[config.mk]
export PLATFORM = sky130hd
export DESIGN_NAME = bcd_add4
export DESIGN_NICKNAME = d
export VERILOG_FILES = /design/src/rtl/bcd_add4.sv
export SDC_FILE = /design/constraint.sdc
export NUM_CORES = 1
export LEC_CHECK = 0
export CORE_MARGIN = 2
export CORE_UTILIZATION = 35
export CTS_CLUSTER_SIZE = 28
export DETAILED_ROUTE_END_ITERATION = 10
export GPL_TIMING_DRIVEN = 0
export PLACE_DENSITY = 0.72
export SYNTH_ARGS = -nofsm -noshare
export SYNTH_HDL_FRONTEND = slang
export SYNTH_SLANG_ARGS = --single-unit
[constraint.sdc]
create_clock -name sys_clk -period 0.8 [get_ports sys_clk]
set_input_delay 0.2 -clock sys_clk [delete_from_list [all_inputs] [get_ports sys_clk]]
set_output_delay 0.2 -clock sys_clk [all_outputs]
set_load 0.02 [all_outputs]
[src/rtl/bcd_add4.sv]
// Registered packed-BCD adder: sum = a + b + c_in with decimal carry out.
// A ripple chain of per-digit BCD adders feeds a single output register stage.
module bcd_add4 #(
  parameter int unsigned DIGITS = 4
) (
  input  logic                  sys_clk,
  input  logic                  sys_rst_n,
  input  logic [4*DIGITS-1:0]   a,
  input  logic [4*DIGITS-1:0]   b,
  input  logic                  c_in,
  output logic [4*DIGITS-1:0]   sum,
  output logic                  c_out
);

  localparam int unsigned W = 4 * DIGITS;

  logic [W-1:0] sum_c;
  logic         carry_c;

  // Per-digit decimal correction: any raw digit sum above 9 (including non-BCD
  // inputs) gets +6 and produces a carry into the next digit.
  always_comb begin
    logic [4:0] t;
    logic       cy;
    sum_c = '0;
    t     = '0;
    cy    = c_in;
    for (int unsigned i = 0; i < DIGITS; i++) begin
      t = 5'(a[4*i +: 4]) + 5'(b[4*i +: 4]) + 5'(cy);
      if (t > 5'd9) begin
        sum_c[4*i +: 4] = 4'(t + 5'd6);
        cy              = 1'b1;
      end else begin
        sum_c[4*i +: 4] = t[3:0];
        cy              = 1'b0;
      end
    end
    carry_c = cy;
  end

  always_ff @(posedge sys_clk or negedge sys_rst_n) begin
    if (!sys_rst_n) begin
      sum   <= '0;
      c_out <= 1'b0;
    end else begin
      sum   <= sum_c;
      c_out <= carry_c;
    end
  end

endmodule

==> results_dict.tcl <==
set metrics [dict create \
    cp_slowest_cell "fa_2" \
    peakVddDrop_uv 815 \
    totalWireLength_mm 3.20 \
    antenna_cells 0 \
    place.gp.congestion 0.769 \
    dpl_cell_area_um2 2020 \
    failed_checks "negative setup slack" \
    async_flop_share_pct 100 \
    crit_path_max_fanout 3 \
    met2WireLength_mm 1.77 \
    synth_top_area_cell "dfrtp_1" \
    fin_crit_sh_pct 838 \
    grt_pass1_vias 1253 \
    cts_tree "yes" \
    synth_seq_cells 17 \
    period_minus_slack_ps 6700 \
    initial_core_util_pct 36.8 \
    synth.most_common_cell "ha_1" \
    muxShareOfSynthArea_pct 2.95 \
    routed.top_layer "met4" \
    worst-setup-path-type "in2reg" \
    synth_compound_area_share_pct 17.8 \
    fin_util_pct 62.7 \
    drcViolationCount 0 \
    synth.distinct_cells 26 \
    grt.total_usage_pct 14.7 \
    cpPeakStageDelay_ps 560 \
    start_kind "input port" \
    synth_ff_type "dfrtp_1" \
    crit_top_cell "fa_2" \
    rsz0062_at_grt "true" \
    cts_buffers 3 \
    dpl_worst_slack_ps -6970 \
    dp_hpwl_mm 2.46 \
    grt_pass1_wl_mm 5.00 \
    synthTopCellsByArea "dfrtp_1 31%, ha_1 18%, fa_1 12%, xnor2_1 5.2%, inv_1 5.0%" \
    wl_per_cell_um 13.1 \
    ios 52 \
    outcome "finished, violations left" \
    yosys.area_share.simple_pct 8.39 \
    ys.warnings.count 0 \
    num_vias 1220 \
    drive_gt1_share_pct 39.3 \
    synth-xor-area-share_pct 5.17 \
    fillers 300 \
    htree_num_levels 1 \
    fin_nets 259 \
    cts_max_path_buffers 2 \
    wl_met3_um 219 \
    rows 22 \
    first_pass_iters 4 \
    setup_viol 33 \
    leakagePower_nw 1.05 \
    wl_met1_mm 1.18 \
    grt_max_degree 18 \
    arrival_ps 6840 \
    die_w_um 66.3 \
    synth_edf_count 0 \
    ys_seq_area_share_pct 31.4 \
    fin_area_um2 2310 \
    synth_top_family_by_area "adder cells" \
    root_buffer "clkbuf_8" \
    timing.final.ws_setup_ps -5900 \
    vias_per_cell 5.00 \
    antenna_left 0 \
    grt_overflow 0 \
    port_buffers 51 \
    synth_top_cell_area_share_pct 31.4 \
    syn_inst 125 \
    cap_violations 0 \
    die-area_um2 4390 \
    tightestPinTransition_ps 776 \
    drt_iter0_markers 30 \
    maxSlewViolCount 0 \
    core_um2 3690 \
    crit_required_ps 930 \
    p_per_area_nw_per_um2 2400 \
    stdcell_count 244 \
    synth_commonest_cells "19 x ha_1, 18 x inv_1, 17 x dfrtp_1" \
    hp-class "in2async" \
    hold-worst-slack_ps 138 \
    finalHoldViolCount 0 \
    syn-num-nets 187 \
    critPathCaptureType "flip-flop" \
    place_inst 224 \
    avgSynthCellArea_um2 10.9 \
    synthAdderAreaFrac_pct 29.3 \
    clk_pin_slew_ps 70 \
    synth_area_um2 1360 \
    area_delta_synth_final_pct 70.6 \
    antenna_found_initial 0 \
    die_y_um 66.3 \
    clock.fmax_mhz 149 \
    relSlewSlack_pct 48.3 \
    cts_num_sinks 17 \
]
-- layer usage --
metal  vias up  global-route usage, %
li1        586                      -
met1       585                   14.2
met2        45                   29.8
met3         4                   3.24
met4         0                   5.10
met5         -                      0
-- through the flow --
step / power [W] / setup TNS (ps)
after floorplan: 0.00304 / -59760
after global placement: 0.00412 / -82580
after detailed placement: 0.00421 / -85410
after CTS: 0.00535 / -61560
after global routing: 0.00593 / -64200
final: 0.00554 / -61400
-- where the power goes --
part	switching [W]	total, W	internal, W
clock	0.000281	0.000634	0.000353
sequential	0.000151	0.00136	0.00121
combinational	0.00163	0.00355	0.00192
-- cell families after synthesis --
group,count (synthesis)
and+or+nand+nor,17
AOI/OAI and AO/OA,34
adders and majority gates,27
buffers and inverters,18
xor gates and xnor gates,8
DFF,17
muxes,4
-- worst paths after layout --
path	from	endpoint	slack, ps
worst max-delay path	c_in	sum[13]$_DFF_PN0_	-5900
worst min-delay path	sys_rst_n	sum[4]$_DFF_PN0_	140
max in group asynchronous	sys_rst_n	sum[2]$_DFF_PN0_	180
min in group sys_clk	c_in	sum[0]$_DFF_PN0_	300
-- registers in the layout, summed over array words and instances (netlist names) --
signal and count:
sum 16, c_out 1
-- cell type report --
cell class / instances / area, µm² / share of cell area (%)
flip-flops and latches: 17 / 425 / 18.4
repair buffers: 67 / 644 / 27.9
multi-input cells: 90 / 1070 / 46.3
clock buffers: 4 / 45.0 / 1.95
well taps: 48 / 60.1 / 2.60
inverters: 18 / 67.6 / 2.92
-- critical path, delay by kind of cell --
| kind | cells | cell delay [ps] |
|---|---|---|
| xor+xnor | 2 | 240 |
| simple gates | 2 | 100 |
| buf+inv | 7 | 550 |
| fa+ha+maj | 12 | 3760 |
| compound gates | 8 | 1980 |
-- repair_timing --
item                                    in CTS  in global routing
gates resized for setup                    133                  6
pin swaps                                   20                  8
hold buffers                                 0                  0
gates cloned                                 0                  0
endpoints found under the setup margin      51                 33
buffers inserted                            12                  5
-- layout by cell type (no fill, tap or decap), types with 4 or more instances in the layout --
master           instances
ha_1                    13
o31a_1                   4
ha_4                     4
inv_1                   10
dfrtp_1                 17
buf_4                   16
a21oi_1                  8
inv_2                    8
fa_2                     7
mux2i_1                  4
buf_6                   18
clkdlybuf4s50_1         29
a21o_1                   4
Power figures use the tool's default switching activity.
